### config.mk
export PLATFORM = sky130hd
export DESIGN_NAME = r200ex_seq
export DESIGN_NICKNAME = d
export VERILOG_FILES = /design/src/rtl/r200ex_seq.sv
export SDC_FILE = /design/constraint.sdc
export NUM_CORES = 1
export LEC_CHECK = 0
export BUFFER_PORTS_ARGS = -buffer_cell sky130_fd_sc_hd__buf_2
export CAP_MARGIN = 0
export CORE_AREA = 8 8 178 180
export DETAILED_ROUTE_END_ITERATION = 7
export DIE_AREA = 0 0 186 188
export PLACE_DENSITY = 0.56
export REMOVE_ABC_BUFFERS = 1
export SYNTH_ARGS = -nofsm -noshare
export SYNTH_HDL_FRONTEND = slang
export SYNTH_SLANG_ARGS = --single-unit
### constraint.sdc
create_clock -name clk -period 7.4 [get_ports clk]
set_input_delay 0 -clock clk [delete_from_list [all_inputs] [get_ports clk]]
set_output_delay 0 -clock clk [all_outputs]
set_load 0.02 [all_outputs]
### src/rtl/r200ex_seq.sv
// r200ex_seq -- execute-stage sequencer for the r200 integer execute unit.
//
// Holds one instruction in a stage register and drives the external
// combinational execute unit from it. Decode hands instructions in with
// in_valid/in_ready; results go to writeback with out_valid/out_ready.
// A taken branch or jump raises a one-cycle fetch redirect when it retires.
// After that, incoming wrong-path instructions are accepted and discarded
// for SQUASH_CYC cycles.
//
// Ports:
//   clk, rst             clock, asynchronous active-high reset
//   flush                synchronous flush, overrides everything else
//   in_*                 instruction from decode (valid/ready handshake)
//   ex_* (out)           stage-register contents to the execute unit
//   ex_alu_res, ex_pc_jumptarg, ex_willbr (in)   execute-unit results
//   out_valid/out_ready, out_res, out_rd, out_we   writeback handshake
//   redirect_valid, redirect_pc                    fetch redirect
//   perf_retired, perf_redirects                   performance counters
//
// Optional feature: define R200EX_SEQ_PERF_EN to build the two 32-bit
// performance counters. When it is undefined, both ports read 0.
module r200ex_seq #(
  parameter int SQUASH_CYC = 2,
  parameter int TAG_W      = 5
) (
  input  logic             clk,
  input  logic             rst,
  input  logic             flush,
  input  logic             in_valid,
  output logic             in_ready,
  input  logic [31:0]      in_op1,
  input  logic [31:0]      in_op2,
  input  logic             in_alu_cont,
  input  logic [2:0]       in_func3,
  input  logic             in_is_branch,
  input  logic             in_is_jump,
  input  logic [31:0]      in_jump_imm,
  input  logic [31:0]      in_jump_addimm,
  input  logic [TAG_W-1:0] in_rd,
  output logic [31:0]      ex_op1,
  output logic [31:0]      ex_op2,
  output logic [31:0]      ex_jump_imm,
  output logic [31:0]      ex_jump_addimm,
  output logic             ex_alu_cont,
  output logic [2:0]       ex_func3,
  input  logic [31:0]      ex_alu_res,
  input  logic [31:0]      ex_pc_jumptarg,
  input  logic             ex_willbr,
  output logic             out_valid,
  input  logic             out_ready,
  output logic [31:0]      out_res,
  output logic [TAG_W-1:0] out_rd,
  output logic             out_we,
  output logic             redirect_valid,
  output logic [31:0]      redirect_pc,
  output logic [31:0]      perf_retired,
  output logic [31:0]      perf_redirects
);

  localparam logic [1:0] S_EMPTY  = 2'd0;
  localparam logic [1:0] S_FULL   = 2'd1;
  localparam logic [1:0] S_SQUASH = 2'd2;
  localparam logic [3:0] SQ_LOAD  = 4'(SQUASH_CYC);

  typedef struct packed {
    logic [31:0]      op1;
    logic [31:0]      op2;
    logic [31:0]      jump_imm;
    logic [31:0]      jump_addimm;
    logic             alu_cont;
    logic [2:0]       func3;
    logic             is_branch;
    logic             is_jump;
    logic [TAG_W-1:0] rd;
  } stage_t;

  logic [1:0] state;
  logic [3:0] sq_cnt;
  stage_t     stg;

  logic full, taken, retire, accept, load;

  assign full   = (state == S_FULL);
  assign taken  = full & (stg.is_jump | (stg.is_branch & ex_willbr));
  assign retire = full & out_ready;

  // A taken instruction blocks new input while it leaves, because whatever
  // decode offers in that cycle is already wrong-path.
  always_comb begin
    in_ready = 1'b0;
    if (!flush) begin
      case (state)
        S_EMPTY:  in_ready = 1'b1;
        S_FULL:   in_ready = out_ready & ~taken;
        S_SQUASH: in_ready = 1'b1;
        default:  in_ready = 1'b0;
      endcase
    end
  end

  assign accept = in_valid & in_ready;
  // Handshakes that complete during SQUASH are consumed but never captured.
  assign load   = accept & (state != S_SQUASH);

  assign out_valid      = full & ~flush;
  assign redirect_valid = retire & taken & ~flush;
  // Result-side data is forced to zero outside FULL, so these outputs are
  // quiet when idle and during reset.
  assign out_res        = full ? ex_alu_res : 32'd0;
  assign redirect_pc    = full ? ex_pc_jumptarg : 32'd0;
  assign out_rd         = full ? stg.rd : '0;
  assign out_we         = full & ~stg.is_branch;

  assign ex_op1         = stg.op1;
  assign ex_op2         = stg.op2;
  assign ex_jump_imm    = stg.jump_imm;
  assign ex_jump_addimm = stg.jump_addimm;
  assign ex_alu_cont    = stg.alu_cont;
  assign ex_func3       = stg.func3;

  always_ff @(posedge clk or posedge rst) begin
    if (rst) begin
      stg <= '0;
    end else if (load) begin
      stg.op1         <= in_op1;
      stg.op2         <= in_op2;
      stg.jump_imm    <= in_jump_imm;
      stg.jump_addimm <= in_jump_addimm;
      stg.alu_cont    <= in_alu_cont;
      stg.func3       <= in_func3;
      stg.is_branch   <= in_is_branch;
      stg.is_jump     <= in_is_jump;
      stg.rd          <= in_rd;
    end
  end

  always_ff @(posedge clk or posedge rst) begin
    if (rst) begin
      state  <= S_EMPTY;
      sq_cnt <= 4'd0;
    end else if (flush) begin
      state  <= S_EMPTY;
      sq_cnt <= 4'd0;
    end else begin
      case (state)
        S_EMPTY: if (accept) state <= S_FULL;
        S_FULL: begin
          if (retire) begin
            if (taken) begin
              // With SQUASH_CYC = 0, no wrong-path capture is possible,
              // because in_ready was low in the redirect cycle.
              state  <= (SQ_LOAD == 4'd0) ? S_EMPTY : S_SQUASH;
              sq_cnt <= SQ_LOAD;
            end else begin
              state <= accept ? S_FULL : S_EMPTY;
            end
          end
        end
        S_SQUASH: begin
          if (sq_cnt <= 4'd1) begin
            state  <= S_EMPTY;
            sq_cnt <= 4'd0;
          end else begin
            sq_cnt <= sq_cnt - 4'd1;
          end
        end
        default: state <= S_EMPTY;
      endcase
    end
  end

`ifdef R200EX_SEQ_PERF_EN
  // These counters see every retire and redirect. A flush never clears
  // them; only reset does.
  always_ff @(posedge clk or posedge rst) begin
    if (rst) begin
      perf_retired   <= 32'd0;
      perf_redirects <= 32'd0;
    end else begin
      if (retire && !flush) perf_retired   <= perf_retired + 32'd1;
      if (redirect_valid)   perf_redirects <= perf_redirects + 32'd1;
    end
  end
`else
  assign perf_retired   = 32'd0;
  assign perf_redirects = 32'd0;
`endif

endmodule

==> results.md, run 1 <==
* Sequential share of the synthesized area at 48.2%
* Pint at 1.89 mW
* Post-synthesis cell count at 615
* Crit path max fanout at 71
* Clock Latency Late Sink at 0.41 ns
* Unrepaired setup endpoints after global routing: false
* Util after Layout at 37.2%
* Startpoint types: flop
* Number of synthesized flops with an enable pin at 0
* Netlist cell types at 31
* H-Tree Depth at 4
* DP Cell Count at 1265
* Synth Cell Area at 7530 um^2
* Total number of vias at 5614
* Register area at 3630 um^2
* Clock Pin Slew Worst Setup and Hold Paths at 0.06 ns
* Depth of the worst register-to-register path at 4
* Post-Layout Cell Count at 1443
* Initial core utilization at 26.0%
* Combinational cell fraction of total power at 29.1%
* Status: completed
* Chip width at 186 um
* Die height at 188 um
* First-pass GRT wire length at 36.8 mm
* Hold_buf cts at 143
* Maximum clock rate at 0.421 GHz
* Main area contributors after synthesis: dfrtp_1 (48%), buf_4 (19%), mux2_1 (15%), mux2_2 (6.0%), and2_1 (5.8%)
* HP Class: in2reg
* NetSw at 0.898 mW
* Seq cells post-synth at 145
* DRC at 0
* GR Util All Layers at 13.5%
* Slew margin rel. at 24.1%
* Layout Skew at 0.00811 ns
* Area Overhead vs Synth at 43.3%
* Final Cycle Share at 32.1%
* Post-CTS setup buffer count at 0
* Routed Antenna Nets at 0
* Core footprint at 29000 um^2
* Main synth FF type: dfrtp_1
* Final setup violation count at 0
* # clock sinks at 145
* Pins Over Slew Limit at 0
* Dpl hpwl at 18.4 mm
* Kind of critical path: reg2reg
* Final hold vios at 0
* Layout cells sized above 1 at 46.7%
* Max Cap Viol at 0
* Setup TNS at 0 ns
* Critical Path AT at 2.72 ns
* Initial antenna violation count at 3
* Top cell type's share of synthesized area at 48.2%
* Hold path start: in_valid
* PwrDens at 258 nW/um^2
* # rows at 63
* Hold path endpoint: ex_jump_addimm[21]$_DFFE_PP0P_
* IO Pins at 478
* DR iter-0 viols at 96
* Synth warn at 0
* DR WL/cell at 16.8 um
* Num CTS Buffers at 17
* Placer Congestion at 0.737
* Switching share of power at 32.3%
* Max VDD drop at 0.130 mV
* Mean number of vias per cell at 3.89
* GR Overflow Total at 0
* Drt first pass iters at 4
* Min Tclk post-route at 2.37 ns
* CP endpoint kind: flop
* Post-synth top area cell: dfrtp_1
* NumNets Final at 1248
* WL final at 24.3 mm
* Static leakage at 5.42 nW
* Clock power frac at 33.8%
* Worst R2R End: state[1]$_DFFE_PP0P_
* Asr flop ratio synth at 100%
* Sequential power share at 37.1%
* Area of the multi-input gates at 2490 um^2
* TritonCTS clock tree: done
* Largest net degree at the start of global routing at 87
* Port bufs at 413
* Flop-to-flop setup slack at 5.03 ns
* CTS root buf: clkbuf_16
* Fill count at 2865
* Syn avg cell area at 12.2 um^2
* Worst Tran Pin Value at 1.14 ns
* CP required at 7.75 ns
* Number of global-route vias before repair at 6421
* Worst hold path depth at 4
* Clock buffer depth at 2
* Worst reg2reg startpoint: state[0]$_DFFE_PP0P_
* Commonest cells post-synth: buf_4 (195), dfrtp_1 (145), mux2_1 (98)
* Count leader, synth: buf_4
* Post-cts resize count at 0
* Die area at 35000 um^2
worst max-delay path: stages (launching register included):
cell and delay [ns]:
dfrtp_1 0.46, nor2b_4 0.96, nand3_1 0.16, a21oi_1 0.16
dlygate4sd3_1 0.56
layer usage:
| metal | track usage [%] | routed length [um] | vias up |
|---|---|---|---|
| li1 | - | - | 2599 |
| met1 | 12.5 | 8110 | 2701 |
| met2 | 25.5 | 12900 | 277 |
| met3 | 5.34 | 2500 | 37 |
| met4 | 5.89 | 725 | 0 |
| met5 | 0 | 0 | - |
through the flow:
step	power [mW]	hold WS, ns	setup WS (ns)	cell area, um^2
floorplan	1.48	0.0631	3.51	6120
global placement	1.79	0.215	5.05	8710
detailed placement	1.80	0.207	5.05	8710
CTS	2.83	0.0734	4.96	10800
global route	2.93	0.0981	4.74	10800
finish	2.78	0.105	5.03	10800
registers in the layout, indices dropped and copies added, names as in the netlist:
register / flops
ex_jump_addimm: 32
ex_jump_imm: 32
ex_op1: 32
ex_op2: 32
stg: 7
sq_cnt: 4
ex_func3: 3
state: 2
ex_alu_cont: 1
worst max-delay path by stage:
stage,cells after the start,startpoint,endpoint,slack (ns)
after floorplan,1,rst,ex_alu_cont$_DFFE_PP0P_,3.51
after global placement,5,stg[6]$_DFFE_PP0P_,ex_op2[19]$_DFFE_PP0P_,5.05
after detailed placement,5,stg[6]$_DFFE_PP0P_,ex_op1[13]$_DFFE_PP0P_,5.05
after CTS,3,state[0]$_DFFE_PP0P_,out_res[27],4.96
after global routing,4,state[0]$_DFFE_PP0P_,state[1]$_DFFE_PP0P_,4.74
final,4,state[0]$_DFFE_PP0P_,state[1]$_DFFE_PP0P_,5.03
power by group through the flow:
| stage | registers, mW | logic [mW] | clock network, mW |
|---|---|---|---|
| CTS | 1.03 | 0.823 | 0.981 |
| global route | 1.06 | 0.870 | 1.01 |
| floorplan | 1.23 | 0.250 | 0 |
| detailed placement | 1.04 | 0.761 | 0 |
| global placement | 1.04 | 0.753 | 0 |
| finish | 1.03 | 0.810 | 0.941 |
placed cells by master (no fill, tap or decap), types with 3 or more instances in the layout:
cell type / n
buf_4: 3
dfrtp_1: 145
clkbuf_1: 3
bufinv_16: 4
a21oi_1: 6
clkbuf_16: 17
nor2_1: 4
mux2_2: 40
clkbuf_8: 4
diode_2: 3
nand2_1: 3
dlygate4sd3_1: 143
and2_1: 70
buf_2: 413
conb_1: 64
mux2_1: 98
cells by family (layout without fill, tap and decap cells):
group	count (synthesis)	count (layout)	share of synthesized area [%]
and+or+nand+nor	91	91	7.31
AOI/OAI and AO/OA	16	16	1.45
buffers and inverters	222	594	22.0
adders and majority gates	2	2	0.332
DFF	145	145	48.2
other	1	67	0.0498
muxes	138	138	20.6
layout make-up:
class,count,area share [%]
Clock inverter,8,1.39
Timing Repair Buffer,559,32.6
Sequential cell,145,33.6
Antenna cell,3,0.0696
Multi-Input combinational cell,311,23.0
Tap cell,390,4.52
Clock buffer,24,4.56
Inverter,3,0.151
Note: power is estimated with default switching activity, not from simulation.
==> inputs of run 2 (changes only) <==
--- a/config.mk
+++ b/config.mk
@@ -10,7 +10,7 @@
 export CORE_AREA = 8 8 178 180
 export DETAILED_ROUTE_END_ITERATION = 7
 export DIE_AREA = 0 0 186 188
-export PLACE_DENSITY = 0.56
+export PLACE_DENSITY = 0.58
 export REMOVE_ABC_BUFFERS = 1
 export SYNTH_ARGS = -nofsm -noshare
 export SYNTH_HDL_FRONTEND = slang
==> constraint.sdc (replaced) <==
create_clock -name clk -period 2.06 [get_ports clk]
set_input_delay 0 -clock clk [delete_from_list [all_inputs] [get_ports clk]]
set_output_delay 0 -clock clk [all_outputs]
set_load 0.02 [all_outputs]
==> run 2 against run 1 <==
Hold slack worse by 0.033 ns; flip-flop and latch count did not move; final cell count is 0.55% higher; core utilization rose by 0.54 points; setup slack worse by 4.8 ns; first-iteration DRC count rose by 21%; clock skew rose by 0.0030 ns; sequential power increased to 3.6 times the previous value; via count is 1.4% higher; design area is 1.5% higher; largest power group unchanged; highest routed layer unchanged.
==> results.md, run 2 (synthesized netlist as in run 1, its figures left out) <==
* Status: completed (unchanged)
* Static leakage at 5.50 nW (was 5.42 nW)
* TritonCTS clock tree: done (unchanged)
* Hold path endpoint: state[1]$_DFFE_PP0P_ (was ex_jump_addimm[21]$_DFFE_PP0P_)
* Most common cell after layout, fill and taps aside: buf_2 (unchanged)
* PwrDens at 911 nW/um^2 (was 258 nW/um^2)
* Clock power frac at 33.0% (was 33.8%)
* HP Class: in2reg (unchanged)
* Pins Over Slew Limit at 0 (unchanged)
* Switching share of power at 32.7% (was 32.3%)
* Unrepaired setup endpoints after global routing: false (unchanged)
* Drt first pass iters at 4 (unchanged)
* Final Cycle Share at 89.9%
* Worst Tran Pin Value at 0.526 ns (was 1.14 ns)
* DP Cell Count at 1276 (was 1265)
* Placed Area at 8890 um^2 (was 8710 um^2)
* Slew margin rel. at 64.9% (was 24.1%)
* CTS root buf: clkbuf_16 (unchanged)
* # clock sinks at 145 (unchanged)
* Kind of critical path: reg2out (was reg2reg)
* Hold path start: ex_willbr (was in_valid)
* Final setup violation count at 0 (unchanged)
* Most frequent cells in the layout: buf_2 (413), dfrtp_1 (145), dlygate4sd3_1 (142) (was buf_2 (413), dfrtp_1 (145), dlygate4sd3_1 (143))
* Combinational cell fraction of total power at 29.9% (was 29.1%)
* GR Overflow Total at 0 (unchanged)
* DR iter-0 viols at 116 (was 96)
* DR WL/cell at 17.1 um (was 16.8 um)
* Min Tclk post-route at 1.85 ns
* Post-cts resize count at 0 (unchanged)
* Worst R2R End: ex_op1[5]$_DFFE_PP0P_ (was state[1]$_DFFE_PP0P_)
* Flop-to-flop setup slack at 0.24 ns (was 5.03 ns)
* Num CTS Buffers at 17 (unchanged)
* Max Cap Viol at 0 (unchanged)
* Initial core utilization at 26.0% (unchanged)
* Port bufs at 413 (unchanged)
* Crit-path max cell delay at 0.49 ns (was 0.96 ns)
* Sequential power share at 37.2% (was 37.1%)
* Chip width at 186 um (unchanged)
* H-Tree Depth at 4 (unchanged)
* Critical-path cell list: nor2b_4 > buf_12 > and2_1 > buf_2 (was nor2b_4 > nand3_1 > a21oi_1 > dlygate4sd3_1)
* Total power at 9.97 mW (was 2.78 mW)
* Layout cells sized above 1 at 47.5% (was 46.7%)
* Max VDD drop at 0.458 mV (was 0.130 mV)
* Routed Antenna Nets at 0 (unchanged)
* WL final at 24.8 mm (was 24.3 mm)
* Depth of the worst register-to-register path at 6 (was 4)
* IO Pins at 478 (unchanged)
* Mean number of vias per cell at 3.92 (was 3.89)
* Clock buffer depth at 2 (unchanged)
* Die height at 188 um (unchanged)
* Crit path max fanout at 39 (was 71)
* Dpl hpwl at 18.7 mm (was 18.4 mm)
* Final hold vios at 0 (unchanged)
* Initial antenna violation count at 1 (was 3)
* Placer Congestion at 0.750 (was 0.737)
* Startpoint types: flop (unchanged)
* Util after Layout at 37.7% (was 37.2%)
* Pint at 6.71 mW (was 1.89 mW)
* Clock Latency Late Sink at 0.42 ns (was 0.41 ns)
* Total number of vias at 5694 (was 5614)
* # rows at 63 (unchanged)
* NumNets Final at 1259 (was 1248)
* Number of global-route vias before repair at 6509 (was 6421)
* Critical Path AT at 1.85 ns (was 2.72 ns)
* CP endpoint kind: primary output (was flop)
* Layout Skew at 0.0111 ns (was 0.00811 ns)
* Die area at 35000 um^2 (unchanged)
* Worst hold path depth at 4 (unchanged)
* Area Overhead vs Synth at 45.4% (was 43.3%)
* First-pass GRT wire length at 36.7 mm (was 36.8 mm)
* Slowest cell on crit path: dfrtp_1 (was nor2b_4)
* Maximum clock rate at 0.540 GHz
* Post-Layout Cell Count at 1451 (was 1443)
* Clock Pin Slew Worst Setup and Hold Paths at 0.06 ns (about the same)
* Largest net degree at the start of global routing at 55 (was 87)
* NetSw at 3.26 mW (was 0.898 mW)
* Finished Cell Area at 10900 um^2 (was 10800 um^2)
* Worst reg2reg startpoint: stg[6]$_DFFE_PP0P_ (was state[0]$_DFFE_PP0P_)
* GR Util All Layers at 13.6% (was 13.5%)
* Core footprint at 29000 um^2 (unchanged)
* DRC at 0 (unchanged)
* CP required at 2.06 ns (was 7.75 ns)
==> run 2: area by class of cell <==
cell class              instances  area [um^2]
repair buffers                569         3690
diodes                          1         2.50
well taps                     390          488
flip-flops and latches        145         3630
clock buffers                  22          494
clock inverters                 9          129
fillers                      2837        18100
inverters                       3         16.3
multi-input cells             312         2490
==> run 2: timing repair <==
| action | CTS | global route |
|---|---|---|
| endpoints found under the hold margin | 193 | 0 |
| endpoints found under the setup margin | 0 | 46 |
| hold buffers | 142 | 0 |
| buffers inserted | 0 | 0 |
==> run 2: how the worst max path moves through the flow <==
| stage | slack (ns) | cells past startpoint | to | start |
|---|---|---|---|---|
| after global routing | 0.07 | 4 | redirect_pc[11] | state[0]$_DFFE_PP0P_ |
| after floorplan | -1.83 | 1 | ex_alu_cont$_DFFE_PP0P_ | rst |
| after detailed placement | 0.27 | 6 | ex_op1[12]$_DFFE_PP0P_ | stg[6]$_DFFE_PP0P_ |
| after CTS | 0.04 | 4 | redirect_pc[26] | state[0]$_DFFE_PP0P_ |
| final | 0.21 | 4 | redirect_pc[11] | state[0]$_DFFE_PP0P_ |
| after global placement | 0.28 | 6 | ex_op1[10]$_DFFE_PP0P_ | stg[6]$_DFFE_PP0P_ |
==> run 2: power groups by stage <==
stage / clock (mW) / combinational [mW] / sequential [mW]
after floorplan: 0 / 0.900 / 4.43
after global placement: 0 / 2.76 / 3.71
after detailed placement: 0 / 2.79 / 3.74
after CTS: 3.38 / 3.01 / 3.70
after global routing: 3.49 / 3.19 / 3.78
final: 3.29 / 2.98 / 3.71
==> run 2: critical path: cells and delay by family, from the launching register on <==
| kind | cells | cell delay [ns] |
|---|---|---|
| buffers and inverters | 2 | 0.40 |
| flip-flops | 1 | 0.49 |
| AND/OR/NAND/NOR | 2 | 0.54 |
==> run 2: through the flow <==
stage / setup WS (ns) / hold slack (ns) / setup TNS (ns)
final: 0.208 / 0.0719 / 0
after global placement: 0.278 / 0.102 / 0
after detailed placement: 0.274 / 0.0967 / 0
after floorplan: -1.83 / 0.0631 / -490.59
after CTS: 0.0426 / 0.0401 / 0
after global routing: 0.0742 / 0.0773 / 0
==> run 2: metal layers <==
metal / wire length [um] / vias up / GRT usage [%]
met5: 0 / - / 0
met4: 581 / 0 / 5.31
met3: 2480 / 32 / 4.97
met2: 13300 / 293 / 25.5
li1: - / 2621 / -
met1: 8480 / 2748 / 13.2
